**config.mk**
```make
export PLATFORM = sky130hd
export DESIGN_NAME = pass_rr_mux
export DESIGN_NICKNAME = d
export VERILOG_FILES = /design/src/rtl/pass_pkg.sv /design/src/rtl/pass_ch_fifo.sv /design/src/rtl/pass_rr_mux.sv
export SDC_FILE = /design/constraint.sdc
export NUM_CORES = 1
export LEC_CHECK = 0
export CAP_MARGIN = 5
export CELL_PAD_IN_SITES_DETAIL_PLACEMENT = 0
export CELL_PAD_IN_SITES_GLOBAL_PLACEMENT = 1
export CORE_MARGIN = 1
export CORE_UTILIZATION = 52
export CTS_BUF_LIST = sky130_fd_sc_hd__clkbuf_16
export DETAILED_ROUTE_END_ITERATION = 7
export HOLD_SLACK_MARGIN = 0.03
export PLACE_DENSITY = 0.92
export SLEW_MARGIN = 20
export SYNTH_ARGS = -nofsm -noshare
export SYNTH_HDL_FRONTEND = slang
export SYNTH_SLANG_ARGS = --single-unit
```
**constraint.sdc**
```tcl
create_clock -name CLK -period 4 [get_ports CLK]
set_input_delay 0.4 -clock CLK [delete_from_list [all_inputs] [get_ports CLK]]
set_output_delay 0.4 -clock CLK [all_outputs]
set_load 0.1 [all_outputs]
```
**src/rtl/pass_pkg.sv**
```systemverilog
`default_nettype none
// ============================================================================
//  Module   : pass_pkg
//  Brief    : Shared arbitration-mode encodings for the pass_rr_mux family.
//  Revision : 1.0  initial release
// ============================================================================
package pass_pkg;

    localparam int c_ARB_RR   = 0;
    localparam int c_ARB_PRIO = 1;

endpackage
`default_nettype wire

```
**src/rtl/pass_ch_fifo.sv**
```systemverilog
`default_nettype none
// ============================================================================
//  Module   : pass_ch_fifo
//  Brief    : Per-channel FIFO; a push into a full FIFO is only taken when a
//             pop happens in the same cycle.
//  Revision : 1.0  initial release
// ============================================================================
module pass_ch_fifo #(
    parameter int WIDTH = 8,
    parameter int DEPTH = 4
) (
    input  logic                     clk,
    input  logic                     rst,
    input  logic                     i_push,
    input  logic                     i_pop,
    input  logic [WIDTH-1:0]         i_data,
    output logic [WIDTH-1:0]         o_head,
    output logic [$clog2(DEPTH):0]   o_count,
    output logic                     o_full
);

    localparam int              c_AW    = $clog2(DEPTH);
    localparam logic [c_AW:0]   c_DEPTH = (c_AW + 1)'(DEPTH);

    logic [WIDTH-1:0] r_mem [DEPTH];
    logic [c_AW-1:0]  r_wr_ptr;
    logic [c_AW-1:0]  r_rd_ptr;
    logic [c_AW:0]    r_count;
    logic             r_full;

    logic             w_do_push;
    logic             w_do_pop;
    logic [c_AW:0]    w_count_nxt;

    assign w_do_pop  = i_pop & (r_count != '0);
    assign w_do_push = i_push & (!r_full | w_do_pop);

    always_comb begin
        w_count_nxt = r_count;
        if (w_do_push && !w_do_pop) begin
            w_count_nxt = r_count + (c_AW + 1)'(1);
        end else if (!w_do_push && w_do_pop) begin
            w_count_nxt = r_count - (c_AW + 1)'(1);
        end
    end

    always_ff @(posedge clk) begin
        if (w_do_push) begin
            r_mem[r_wr_ptr] <= i_data;
        end
    end

    always_ff @(posedge clk) begin
        if (rst) begin
            r_wr_ptr <= '0;
            r_rd_ptr <= '0;
            r_count  <= '0;
            r_full   <= 1'b0;
        end else begin
            if (w_do_push) begin
                r_wr_ptr <= r_wr_ptr + c_AW'(1);
            end
            if (w_do_pop) begin
                r_rd_ptr <= r_rd_ptr + c_AW'(1);
            end
            r_count <= w_count_nxt;
            r_full  <= (w_count_nxt == c_DEPTH);
        end
    end

    assign o_head  = r_mem[r_rd_ptr];
    assign o_count = r_count;
    assign o_full  = r_full;

endmodule
`default_nettype wire

```
**src/rtl/pass_rr_mux.sv**
```systemverilog
`default_nettype none
// ============================================================================
//  Module   : pass_rr_mux
//  Brief    : Multi-channel buffered mux with round-robin or fixed-priority
//             arbitration into a single registered output stage.
//  Revision : 1.0  initial release
// ============================================================================
module pass_rr_mux
    import pass_pkg::*;
#(
    parameter int WIDTH    = 8,
    parameter int DEPTH    = 4,
    parameter int CH       = 3,
    parameter int ARB_MODE = c_ARB_RR
) (
    input  logic                    CLK,
    input  logic                    Reset,
    input  logic [CH-1:0]           i_WrEn,
    input  logic [CH*WIDTH-1:0]     i_WrData,
    input  logic                    i_Ready,
    output logic                    o_Valid,
    output logic [WIDTH-1:0]        o_Data,
    output logic [$clog2(CH)-1:0]   o_Ch,
    output logic [CH-1:0]           o_Full,
    output logic [CH-1:0]           o_Overflow
);

    localparam int              c_CW   = $clog2(CH);
    localparam int              c_AW   = $clog2(DEPTH);
    localparam logic [c_CW:0]   c_CH_W = (c_CW + 1)'(CH);

    logic [CH-1:0]    w_empty;
    logic [CH-1:0]    w_full;
    logic [CH-1:0]    w_req;
    logic [CH-1:0]    w_gnt;
    logic [CH-1:0]    w_pop;
    logic [CH-1:0]    w_push;
    logic [CH-1:0]    w_drop;
    logic [WIDTH-1:0] w_head  [CH];
    logic [WIDTH-1:0] w_wdata [CH];
    logic [c_AW:0]    w_count [CH];

    logic             w_adv;
    logic             w_gnt_vld;
    logic [c_CW-1:0]  w_gnt_idx;
    logic [c_CW:0]    w_rr_sum;
    logic [c_CW-1:0]  w_rr_k;

    logic             r_valid;
    logic [WIDTH-1:0] r_data;
    logic [c_CW-1:0]  r_ch;
    logic [CH-1:0]    r_ovf;
    logic [c_CW-1:0]  r_rr_start;

    assign w_adv = !r_valid | i_Ready;

    generate
        for (genvar c = 0; c < CH; c++) begin : g_ch
            assign w_wdata[c] = i_WrData[c*WIDTH +: WIDTH];
            assign w_empty[c] = (w_count[c] == '0);
            assign w_req[c]   = !w_empty[c] | i_WrEn[c];
            assign w_gnt[c]   = w_adv & w_gnt_vld & (w_gnt_idx == c_CW'(c));
            assign w_pop[c]   = w_gnt[c] & !w_empty[c];
            // A granted channel with nothing queued sends its write straight out.
            assign w_push[c]  = i_WrEn[c] & !(w_gnt[c] & w_empty[c]);
            assign w_drop[c]  = w_push[c] & w_full[c] & !w_pop[c];

            pass_ch_fifo #(
                .WIDTH (WIDTH),
                .DEPTH (DEPTH)
            ) u_fifo (
                .clk     (CLK),
                .rst     (Reset),
                .i_push  (w_push[c]),
                .i_pop   (w_pop[c]),
                .i_data  (w_wdata[c]),
                .o_head  (w_head[c]),
                .o_count (w_count[c]),
                .o_full  (w_full[c])
            );
        end
    endgenerate

    // Scan from the highest search offset down so the earliest candidate wins.
    always_comb begin
        w_gnt_vld = 1'b0;
        w_gnt_idx = '0;
        w_rr_sum  = '0;
        w_rr_k    = '0;
        for (int i = CH - 1; i >= 0; i--) begin
            if (ARB_MODE == c_ARB_PRIO) begin
                w_rr_sum = (c_CW + 1)'(i);
            end else begin
                w_rr_sum = {1'b0, r_rr_start} + (c_CW + 1)'(i);
            end
            if (w_rr_sum >= c_CH_W) begin
                w_rr_sum = w_rr_sum - c_CH_W;
            end
            w_rr_k = w_rr_sum[c_CW-1:0];
            if (w_req[w_rr_k]) begin
                w_gnt_vld = 1'b1;
                w_gnt_idx = w_rr_k;
            end
        end
    end

    always_ff @(posedge CLK) begin
        if (Reset) begin
            r_valid    <= 1'b0;
            r_data     <= '0;
            r_ch       <= '0;
            r_ovf      <= '0;
            r_rr_start <= '0;
        end else begin
            r_ovf <= r_ovf | w_drop;
            if (w_adv) begin
                r_valid <= w_gnt_vld;
                if (w_gnt_vld) begin
                    r_data <= w_empty[w_gnt_idx] ? w_wdata[w_gnt_idx] : w_head[w_gnt_idx];
                    r_ch   <= w_gnt_idx;
                    if (ARB_MODE == c_ARB_RR) begin
                        r_rr_start <= (w_gnt_idx == c_CW'(CH - 1)) ? '0 : w_gnt_idx + c_CW'(1);
                    end
                end
            end
        end
    end

    assign o_Valid    = r_valid;
    assign o_Data     = r_data;
    assign o_Ch       = r_ch;
    assign o_Full     = w_full;
    assign o_Overflow = r_ovf;

endmodule
`default_nettype wire

```
# --- After elaboration in Yosys (flattened, before gate mapping) ---
# Memory sizes are Yosys's and may differ from the RTL's. A register that Yosys moved wholly into a read port is not among the register bits.
# Cells that the tools add are included.
classes:
  mux: 43
  reduce_logical: 33
  bitwise_logic: 34
  magnitude_cmp: 8
  n_eq_ne: 5
  addsub: 18
op_table:
  columns: ["op", "count"]
  rows:
  - ["two-way mux 8 bit", 5]
  - ["binary-select mux 8 bit (select 2 bit)", 2]
  - ["two-way mux 2 bit", 13]
  - ["bitwise AND 1 bit", 25]
  - ["zero test 1 bit", 19]
  - ["two-way mux 3 bit", 6]
  - ["adder 2 x 1 -> 2 bit, second input constant", 7]
  - ["two-way mux 1 bit", 13]
  - ["< comparator 2 x 3 -> 1 bit, second input constant", 4]
  - ["adder 3 x 1 -> 3 bit, second input constant", 3]
  - ["equality test 3 bit, second input constant", 3]
  - ["zero test 3 bit", 3]
  - ["nonzero test 3 bit", 3]
  - ["subtractor 3 x 1 -> 3 bit, second input constant", 3]
  - ["binary-select mux 1 bit (select 2 bit)", 4]
  - ["bitwise OR 1 bit", 7]
  - ["greater-or-equal comparator 3 x 2 -> 1 bit, second input constant", 2]
  - ["logical AND 1 bit", 6]
  - ["subtractor 2 bit, second input constant", 3]
  - ["adder 2 x 1 -> 3 bit, second input constant", 1]
  - ["adder 2 x 2 -> 3 bit, second input constant", 1]
  - ["greater-or-equal comparator 3 bit, second input constant", 1]
  - ["inverter 2 -> 3 bit", 1]
  - ["bitwise OR 3 bit", 1]
  - ["5 further kinds", 5]
totals:
  memories: 3
  register_bits: 40
  wordCells: 161
  input_bits: 30
  mem_bits_rw: 96
memory_table:
  columns: ["name", "words", "width", "read_ports", "rd_clocked_by_memory_dff", "write_ports", "line_no", "rtl"]
  rows:
  - ["g_ch[0].u_fifo.r_mem", 4, 8, 1, 1, 1, "pass_ch_fifo.sv:25", "logic [WIDTH-1:0] r_mem [DEPTH];"]
  - ["g_ch[1].u_fifo.r_mem", 4, 8, 1, 1, 1, "pass_ch_fifo.sv:25", null]
  - ["g_ch[2].u_fifo.r_mem", 4, 8, 1, 1, 1, "pass_ch_fifo.sv:25", null]

# --- Depth between registers and ports, before layout ---
# Gate-level depths: netlist of run 1.
logic_depth:
  ltp_word: 19
  depth_mapped: 11
  ltp_nobuf: 8

# --- By module ---
# Synthesis of run 1 repeated with hierarchy kept, for this count alone.
hier_totals:
  cells_unflattened: 447
  hier_area_um2: 6274.8
by_module_without_submodules:
  columns: ["mod", "cells_per_inst", "area_per_inst_um2", "seq_area_each_um2", "n_inst"]
  rows:
  - ["pass_ch_fifo (g_ch[2].u_fifo)", 98, 1702.9, 1161.1, 1]
  - ["pass_ch_fifo (g_ch[1].u_fifo)", 99, 1686.6, 1161.1, 1]
  - ["pass_ch_fifo (g_ch[0].u_fifo)", 98, 1674.1, 1161.1, 1]
  - ["pass_rr_mux", 152, 1211.2, 320.3, 1]

# --- Worst setup path before layout of run 1 ---
# No wires, ideal clock.
synth_path:
  path_kind: "register to register"
  startpoint: "register g_ch[2].u_fifo.r_count[0]"
  endpoint: "memory g_ch[0].u_fifo.r_mem[0][0] (enable)"
  period_less_slack_ps: 2622
  path_stages_with_launch: 10
  n_path_buf: 1
  arrival_ps: 2290
  path_slack_ps: 1378
  cell_sequence: "dfxtp_1 inv_1 ha_1 or3b_1 buf_4 nor4_4 a211oi_2 or2_4 o31ai_4 and2_1"
synth_via:
  elab_chain_cells: 16
synth_rtl:
  columns: ["element", "line_no", "rtl"]
  rows:
  - ["start: declaration", "pass_ch_fifo.sv:28", "logic [c_AW:0] r_count;"]
  - ["start signal: assignment", "pass_ch_fifo.sv:66", "r_count <= w_count_nxt;"]
  - ["zero test 3 bit (*)", "pass_rr_mux.sv:60", "assign w_empty[c] = (w_count[c] == '0);"]
  - ["zero test 1 bit (*)", "pass_rr_mux.sv:61", "assign w_req[c] = !w_empty[c] | i_WrEn[c];"]
  - ["bitwise OR 1 bit (*)", "pass_rr_mux.sv:61", null]
  - ["binary-select mux 1 bit (select 2 bit)", "pass_rr_mux.sv:100", "if (w_req[w_rr_k]) begin"]
  - ["two-way mux 1 bit (implied by the code)", "pass_rr_mux.sv:100", null]
  - ["two-way mux 1 bit / two-way mux 2 bit (equally long branches) (3 in series)", "pass_rr_mux.sv:100", null]
  - ["bitwise AND 1 bit / zero test 2 bit (equally long branches)", "pass_rr_mux.sv:62", "assign w_gnt[c] = w_adv & w_gnt_vld & (w_gnt_idx == c_CW'(c));"]
  - ["bitwise AND 1 bit (*)", "pass_rr_mux.sv:62", null]
  - ["bitwise AND 1 bit, on equally long branches", "pass_rr_mux.sv:63, pass_rr_mux.sv:65", null]
  - ["bitwise AND 1 bit / zero test 1 bit (equally long branches)", "pass_ch_fifo.sv:35, pass_rr_mux.sv:65", null]
  - ["bitwise OR 1 bit / bitwise AND 1 bit (equally long branches)", "pass_ch_fifo.sv:36, pass_rr_mux.sv:65", null]
  - ["bitwise AND 1 bit (*)", "pass_ch_fifo.sv:36", "assign w_do_push = i_push & (!r_full | w_do_pop);"]
  - ["two-way mux 1 bit (*)", "pass_ch_fifo.sv:48", "if (w_do_push) begin"]
  - ["two-way mux 1 bit (implied by the code) (*)", "pass_ch_fifo.sv:49", "r_mem[r_wr_ptr] <= i_data;"]
  - ["end: declaration", "pass_ch_fifo.sv:25", null]
# Mark *: on every way between the ends. The rest lies on a longest branch, timed or not. The select of a mux whose other input is x is not followed.

# --- Worst setup path after layout of run 1 ---
layout_path:
  startpoint: "register r_rr_start[0]"
  endpoint: "memory g_ch[0].u_fifo.r_mem[1][4] (enable)"
layout_via:
  elab_chain_cells: 16
layout_rtl:
  columns: ["element", "line_no", "rtl"]
  rows:
  - ["start: declaration", "pass_rr_mux.sv:53", "logic [c_CW-1:0] r_rr_start;"]
  - ["start signal: assignment", "pass_rr_mux.sv:122", "r_rr_start <= (w_gnt_idx == c_CW'(CH - 1)) ? '0 : w_gnt_idx + c_CW'(1);"]
  - ["adder 2 x 2 -> 3 bit", "pass_rr_mux.sv:94", "w_rr_sum = {1'b0, r_rr_start} + (c_CW + 1)'(i);"]
  - ["greater-or-equal comparator 3 x 2 -> 1 bit / subtractor 2 bit (equally long branches)", "pass_rr_mux.sv:96, pass_rr_mux.sv:97", null]
  - ["two-way mux 2 bit", "pass_rr_mux.sv:96", "if (w_rr_sum >= c_CH_W) begin"]
  - ["binary-select mux 1 bit (select 2 bit)", "pass_rr_mux.sv:100", null]
  - ["two-way mux 1 bit (implied by the code)", "pass_rr_mux.sv:100", null]
  - ["two-way mux 1 bit / two-way mux 2 bit (equally long branches) (3 in series)", "pass_rr_mux.sv:100", null]
  - ["bitwise AND 1 bit / zero test 2 bit (equally long branches)", "pass_rr_mux.sv:62", null]
  - ["bitwise AND 1 bit (*)", "pass_rr_mux.sv:62", null]
  - ["bitwise AND 1 bit, on equally long branches", "pass_rr_mux.sv:63, pass_rr_mux.sv:65", null]
  - ["bitwise AND 1 bit / zero test 1 bit (equally long branches)", "pass_ch_fifo.sv:35, pass_rr_mux.sv:65", null]
  - ["bitwise OR 1 bit / bitwise AND 1 bit (equally long branches)", "pass_ch_fifo.sv:36, pass_rr_mux.sv:65", null]
  - ["bitwise AND 1 bit (*)", "pass_ch_fifo.sv:36", null]
  - ["two-way mux 1 bit (*)", "pass_ch_fifo.sv:48", null]
  - ["two-way mux 1 bit (implied by the code) (*)", "pass_ch_fifo.sv:49", null]
# Marks and branches as above.

==> results of run 1 <==
## how the worst min path moves through the flow
stage                         end  slack [ns]  cells past startpoint
floorplan           r_rr_start[1]        0.45                      2
global placement    o_Overflow[2]        0.45                      2
detailed placement        o_Ch[0]        0.45                      2
CTS                       o_Ch[0]        0.47                      2
global route              o_Ch[0]        0.50                      2
finish                    o_Ch[0]        0.46                      2
## area by class of cell
| class | instances | area (um2) | share of cell area [%] |
|---|---|---|---|
| Sequential cell | 142 | 3804 | 49.58 |
| Multi-Input combinational cell | 298 | 2551 | 33.25 |
| Timing Repair Buffer | 48 | 475.5 | 6.197 |
| Clock buffer | 17 | 425.4 | 5.545 |
| Tap cell | 168 | 210.2 | 2.740 |
| Inverter | 28 | 105.1 | 1.370 |
| Clock inverter | 15 | 101.3 | 1.321 |
## metrics by stage
| step | util, % | cell area (um2) | total power [uW] |
|---|---|---|---|
| global placement | 58.70 | 7139 | 4705 |
| global route | 63.09 | 7672 | 6516 |
| detailed placement | 58.76 | 7146 | 4790 |
| floorplan | - | 6581 | 4151 |
| CTS | 63.09 | 7672 | 6208 |
| finish | 63.09 | 7672 | 6197 |
## flip-flops by register name, summed over array words and instances (netlist names), 2 cells and up, named ones only
register	count
g_ch.u_fifo.r_wr_ptr	6
g_ch.u_fifo.o_full	3
o_Overflow	3
o_Ch	2
g_ch.u_fifo.r_mem	96
g_ch.u_fifo.r_rd_ptr	6
o_Data	8
g_ch.u_fifo.o_count	9
r_rr_start	2
## cells by family after synthesis
group | after synthesis
AOI/OAI and AO/OA | 98
and+or+nand+nor | 139
DFF | 142
xor gates and xnor gates | 8
adders and majority gates | 23
muxes | 30
buffers and inverters | 53
## power groups by stage
stage	clock (uW)	sequential [uW]	combinational, uW
floorplan	0	2320	1830
global placement	0	2150	2560
detailed placement	0	2170	2620
CTS	1420	2140	2640
global route	1470	2180	2870
finish	1390	2140	2670
## tightest hold or removal path: stages (launching register included)
cell,delay [ns]
dfxtp_1,0.31
nand2_1,0.05
a21oi_1,0.05
## per-layer routing
layer	part of all wire, %	up-vias	global-route usage [%]
li1	-	1966	-
met1	42	2086	29.49
met2	49	152	37.66
met3	5.7	34	6.141
met4	3.1	0	11.86
met5	0	-	0
## cells in the final DEF, fill, tap and decap left out, types with 8 or more instances in the layout
| master | Yosys | routed |
|---|---|---|
| edfxtp_1 | 96 | 96 |
| o221ai_1 | 8 | 8 |
| nor3_1 | 8 | 8 |
| mux4_2 | 24 | 24 |
| nand2_1 | 13 | 13 |
| clkbuf_16 | 0 | 17 |
| nand2b_1 | 9 | 9 |
| inv_1 | 28 | 30 |
| nor2b_1 | 15 | 15 |
| clkdlybuf4s50_1 | 0 | 46 |
| and2_1 | 15 | 15 |
| a21oi_1 | 19 | 19 |
| o211ai_1 | 9 | 9 |
| dfxtp_1 | 46 | 46 |
| ha_1 | 23 | 23 |
| nor2_1 | 41 | 41 |
| a22o_1 | 16 | 16 |
==> results.sh, run 1 <==
export IMPL_final_hold_viol_count=0
export IMPL_p_switching_uw=2498
export IMPL_routedWlPerCell_um=19.62
export IMPL_place_congestion=0.8626
export IMPL_synth_flop_cell="edfxtp_1"
export IMPL_yosys_top_cells_count="edfxtp_1, dfxtp_1, nor2_1, inv_1, mux4_2"
export IMPL_clk_latency_ns=0.42
export IMPL_cts_resized=0
export IMPL_synth_top_family_by_area="simple AND/OR/NAND/NOR gates"
export IMPL_leakagePower_uw=0.002658
export IMPL_min_delay_start="o_Ch[0]"
export IMPL_synth_xor_area_share_pct=1.065
export IMPL_fp_dieArea_um2=13110
export IMPL_crit_required_ns=4.07
export IMPL_tns_ns=0
export IMPL_place_ws_ns=0.6871
export IMPL_cts_buffer_depth=2
export IMPL_ios=47
export IMPL_dr_first_iter_drc_count=366
export IMPL_cts_setup_buffers=0
export IMPL_crit_end="g_ch[0].u_fifo.r_mem[1][4]"
export IMPL_yosysTopAreaCellShare_pct=43.80
export IMPL_placed_cells=684
export IMPL_synth_area_leader_cell="edfxtp_1"
export IMPL_die_width_um=114.5
export IMPL_viasPerCell=5.919
export IMPL_grt_max_degree=44
export IMPL_ir_drop_mv=0.5173
export IMPL_finalSetupViolations=0
export IMPL_cp_arrival_ns=3.16
export IMPL_synthArstFlopShare_pct=0
export IMPL_hold_buffers=0
export IMPL_swShare_pct=40.31
export IMPL_clkPwrFrac_pct=22.5
export IMPL_synth_fa_ha_area_share_pct=4.373
export IMPL_drc_errors=0
export IMPL_r2r_cells=8
export IMPL_fin_crit_sh_pct=77.20
export IMPL_hpwl_mm=9.895
export IMPL_relSlewSlack_pct=34.14
export IMPL_yosys_area_share_simple_pct=12.43
export IMPL_outcome="complete, no violations"
export IMPL_synth_nets=546
export IMPL_fin_ws_ns=0.9121
export IMPL_timing_final_crit_period_ns=3.088
export IMPL_cts_sinks=142
export IMPL_r2r_slack_ns=0.91
export IMPL_comb_power_share_pct=43.0
export IMPL_start_kind="flip-flop"
export IMPL_crit_fanout=11
export IMPL_io_buffers=46
export IMPL_drive_gt1_share_pct=13.87
export IMPL_synth_area_leaders="edfxtp_1, dfxtp_1, mux4_2"
export IMPL_grt_pass1_wl_mm=22.62
export IMPL_first_pass_iters=8
export IMPL_reg2reg_to="g_ch[0].u_fifo.r_mem[1][4]"
export IMPL_final_nets=588
export IMPL_cts_tree="built"
export IMPL_slew_viol_final=0
export IMPL_fill_cells=891
export IMPL_yosysMostFrequentCell="edfxtp_1"
export IMPL_crit_path_max_incr_delay_ns=0.51
export IMPL_grt_usage_pct=23.47
export IMPL_antennaDiodeCount=0
export IMPL_cap_violations=0
export IMPL_path_cells="inv_1 > ha_1 > nand4bb_1 > and2_1 > a211oi_2 > o21ai_2 > o31ai_4 > and2_1"
export IMPL_synthMuxAreaShare_pct=9.163
export IMPL_yosys_warnings=0
export IMPL_synth_seq_cells=142
export IMPL_vias=4238
export IMPL_core_area_um2=12160
export IMPL_critical_path_class="flip-flop to flip-flop"
export IMPL_crit_path_frequent_cell="and2_1"
export IMPL_crit_slowest_cell="ha_1"
export IMPL_synth_edff_count=96
export IMPL_crit_start="r_rr_start[0]"
export IMPL_die_h_um=114.5
export IMPL_drt_wl_total_mm=14.05
export IMPL_cp_top_family="simple AND/OR/NAND/NOR gates"
export IMPL_antenna_found_initial=0
export IMPL_pwr_density_cell_nw_per_um2=807.7
export IMPL_root_buffer="clkbuf_16"
export IMPL_crit_path_end_kind="flip-flop"
export IMPL_skew_ns=0.009467
export IMPL_start_util_pct=54.12
export IMPL_clkTransAtPathRegs_ns=0.06
export IMPL_worst_hold_slack_ns=0.4605
export IMPL_hold_class="flip-flop to flip-flop"
export IMPL_rows=40
export IMPL_h_tree_depth=4
export IMPL_ys_types=75
export IMPL_internal_power_uw=3699
export IMPL_synthCells=493
export IMPL_syn2layout_area_growth_pct=16.58
export IMPL_r2r_start="r_rr_start[0]"
export IMPL_syn_area_per_cell_um2=13.35
export IMPL_ant_nets=0
export IMPL_grt_pass1_vias=4318
export IMPL_pwr_share_seq_pct=34.5
export IMPL_overflow=0
export IMPL_cp_depth=8
export IMPL_synth_compound_gate_area_share_pct=11.63
export IMPL_yosysSeqAreaShare_pct=57.79
export IMPL_rsz0062_at_grt="false"
export IMPL_cts_buffers=17
export IMPL_worst_slew_pin_slew_ns=0.9848
export IMPL_synth_area_um2=6581
export IMPL_final_cells=716
export IMPL_path_buf_inv=1
export IMPL_fmax_mhz=323.8
Note: power is estimated with default switching activity, not from simulation.
==> inputs of run 2 (changes only) <==
--- a/config.mk
+++ b/config.mk
@@ -9,11 +9,11 @@
 export CELL_PAD_IN_SITES_DETAIL_PLACEMENT = 0
 export CELL_PAD_IN_SITES_GLOBAL_PLACEMENT = 1
 export CORE_MARGIN = 1
-export CORE_UTILIZATION = 52
+export CORE_UTILIZATION = 44
 export CTS_BUF_LIST = sky130_fd_sc_hd__clkbuf_16
 export DETAILED_ROUTE_END_ITERATION = 7
 export HOLD_SLACK_MARGIN = 0.03
-export PLACE_DENSITY = 0.92
+export PLACE_DENSITY = 0.84
 export SLEW_MARGIN = 20
 export SYNTH_ARGS = -nofsm -noshare
 export SYNTH_HDL_FRONTEND = slang
==> constraint.sdc (replaced) <==
create_clock -name CLK -period 2.5 [get_ports CLK]
set_input_delay 0.25 -clock CLK [delete_from_list [all_inputs] [get_ports CLK]]
set_output_delay 0.25 -clock CLK [all_outputs]
set_load 0.1 [all_outputs]
==> results.sh, run 2 (synthesis results as in run 1) <==
export IMPL_largest_register="g_ch.u_fifo.r_mem"
export IMPL_core_area_um2=14590
export IMPL_routedWlPerCell_um=18.65
export IMPL_slew_viol_final=0
export IMPL_final_cell_mix="edfxtp_1, buf_4, dfxtp_1, nor2_1, clkdlybuf4s50_1"
export IMPL_report_power_total_uw=11450
export IMPL_die_h_um=124.3
export IMPL_antennaDiodeCount=0
export IMPL_top_usage_layer="met2"
export IMPL_internal_power_uw=7137
export IMPL_ios=47
export IMPL_h_tree_depth=4
export IMPL_use_met3_pct=5.112
export IMPL_skew_ns=0.008485
export IMPL_final_common_cell="edfxtp_1"
export IMPL_dr_first_iter_drc_count=330
export IMPL_drive_gt1_share_pct=31.99
export IMPL_grt_pass1_wl_mm=23.96
export IMPL_outcome="complete, no violations"
export IMPL_start_kind="flip-flop"
export IMPL_cts_tree="built"
export IMPL_cap_violations=0
export IMPL_syn2layout_area_growth_pct=28.63
export IMPL_overflow=0
export IMPL_start_util_pct=45.11
export IMPL_p_switching_uw=4308
export IMPL_layout_area_seq_um2=3807
export IMPL_met1_usage_pct=24.68
export IMPL_grt_pass1_vias=4658
export IMPL_crit_slowest_cell="dfxtp_1"
export IMPL_fmax_mhz=413.2
export IMPL_place_congestion=0.8675
export IMPL_drc_errors=0
export IMPL_grt_max_degree=45
export IMPL_cts_buffers=17
export IMPL_io_buffers=46
export IMPL_crit_fanout=7
export IMPL_crit_path_end_kind="flip-flop"
export IMPL_final_nets=659
export IMPL_pwr_density_cell_nw_per_um2=1352
export IMPL_relSlewSlack_pct=61.88
export IMPL_path_cells="inv_1 > ha_4 > nand4bb_1 > and2_1 > a211oi_4 > buf_4 > o21ai_2 > o31ai_4 > buf_4 > mux2_1"
export IMPL_finalSetupViolations=0
export IMPL_hpwl_mm=10.55
export IMPL_pwr_share_seq_pct=29.8
export IMPL_antenna_found_initial=0
export IMPL_swShare_pct=37.64
export IMPL_cp_arrival_ns=2.73
export IMPL_clkPwrFrac_pct=22.9
export IMPL_root_buffer="clkbuf_16"
export IMPL_worst_slew_pin_slew_ns=0.5711
export IMPL_fin_crit_sh_pct=96.80
export IMPL_hold_class="flip-flop to flip-flop"
export IMPL_comb_power_share_pct=47.3
export IMPL_clk_latency_ns=0.43
export IMPL_fill_cells=1127
export IMPL_final_area_um2=8466
export IMPL_ant_nets=0
export IMPL_leakagePower_uw=0.003102
export IMPL_die_width_um=124.3
export IMPL_crit_path_max_incr_delay_ns=0.33
export IMPL_rows=44
export IMPL_crit_path_frequent_cell="buf_4"
export IMPL_first_pass_iters=6
export IMPL_rsz0062_at_grt="true"
export IMPL_use_met2_pct=35.07
export IMPL_vias=4458
export IMPL_final_hold_viol_count=0
export IMPL_largest_reg_flops=96
export IMPL_drt_wl_total_mm=14.98
export IMPL_path_buf_inv=3
export IMPL_cts_sinks=142
export IMPL_cts_buffer_depth=2
export IMPL_timing_final_crit_period_ns=2.420
export IMPL_crit_required_ns=2.81
export IMPL_cp_top_family="simple AND/OR/NAND/NOR gates"
export IMPL_ir_drop_mv=0.6686
export IMPL_grt_usage_pct=20.33
export IMPL_fp_dieArea_um2=15450
export IMPL_viasPerCell=5.552
export IMPL_clkTransAtPathRegs_ns=0.06
export IMPL_critical_path_class="flip-flop to flip-flop"
export IMPL_multi_input_area_um2=2705
export IMPL_dpl_instance_area_um2=7681
run 2: worst paths after layout:
kind / cells after the start / slack (ns) / end / startpoint
max: 10 / 0.08 / g_ch[0].u_fifo.r_wr_ptr[0] / r_rr_start[0]
min: 2 / 0.47 / o_Ch[0] / o_Ch[0]
max reg2reg: 10 / 0.08 / g_ch[0].u_fifo.r_wr_ptr[0] / r_rr_start[0]
min reg2reg: 2 / 0.47 / o_Ch[0] / o_Ch[0]
run 2: worst register-to-register path, delay by kind of cell, from the launching register on:
kind                     cells  cell delay (ns)
adder cells (fa/ha/maj)      1             0.30
AND/OR/NAND/NOR              2             0.51
flip-flops                   1             0.33
buffers and inverters        3             0.44
multiplexers                 1             0.30
AO/OA/AOI/OAI                3             0.42
run 2: metrics by stage:
stage / util, % / TNS (ns) / hold WS, ns / cells / setup slack, ns
after floorplan: - / 0 / 0.3489 / 493 / 0.0008187
after global placement: 52.65 / -19.13 / 0.4502 / 766 / -0.2508
after detailed placement: 52.65 / -21.29 / 0.4587 / 766 / -0.2705
after CTS: 57.24 / 0 / 0.4733 / 800 / 0.0004832
after global routing: 58.03 / -0.02309 / 0.5076 / 803 / -0.02309
final: 58.03 / 0 / 0.4667 / 803 / 0.08004
run 2: final cells by class:
type                    instances  area share (%)
multi-input cells             298           31.95
flip-flops and latches        142           44.97
inverters                      28           1.242
repair buffers                119           11.94
well taps                     184           2.719
clock buffers                  17           5.025
clock inverters                15           2.143
run 2: timing repair:
item	CTS	global route
resized for setup	11	21
setup endpoints to repair	74	119
pin swaps	4	6
hold buffers	0	0
buffers inserted	2	3
cloned	0	0
run 2: power groups by stage:
| stage | registers, uW | clock network, uW | logic (uW) |
|---|---|---|---|
| 6_report | 3410 | 2620 | 5420 |
| 5_1_grt | 3480 | 2750 | 5820 |
| 4_1_cts | 3420 | 2650 | 5220 |
| 3_5_place_dp | 3460 | 0 | 5000 |
| 3_3_place_gp | 3410 | 0 | 4870 |
| 2_1_floorplan | 3720 | 0 | 3000 |
run 2: per-layer routing:
layer  up-vias  routed length, um
li1       2107                  -
met1      2211               6174
met2       113               7801
met3        27                683
met4         0                318
met5         -                  0
==> inputs of run 3 (changes only) <==
--- a/config.mk
+++ b/config.mk
@@ -14,7 +14,7 @@
 export DETAILED_ROUTE_END_ITERATION = 7
 export HOLD_SLACK_MARGIN = 0.03
 export PLACE_DENSITY = 0.84
-export SLEW_MARGIN = 20
+export SLEW_MARGIN = 5
 export SYNTH_ARGS = -nofsm -noshare
 export SYNTH_HDL_FRONTEND = slang
 export SYNTH_SLANG_ARGS = --single-unit
==> results of run 3 <==
The final DEF is identical to that of run 2; final timing and power are the same.
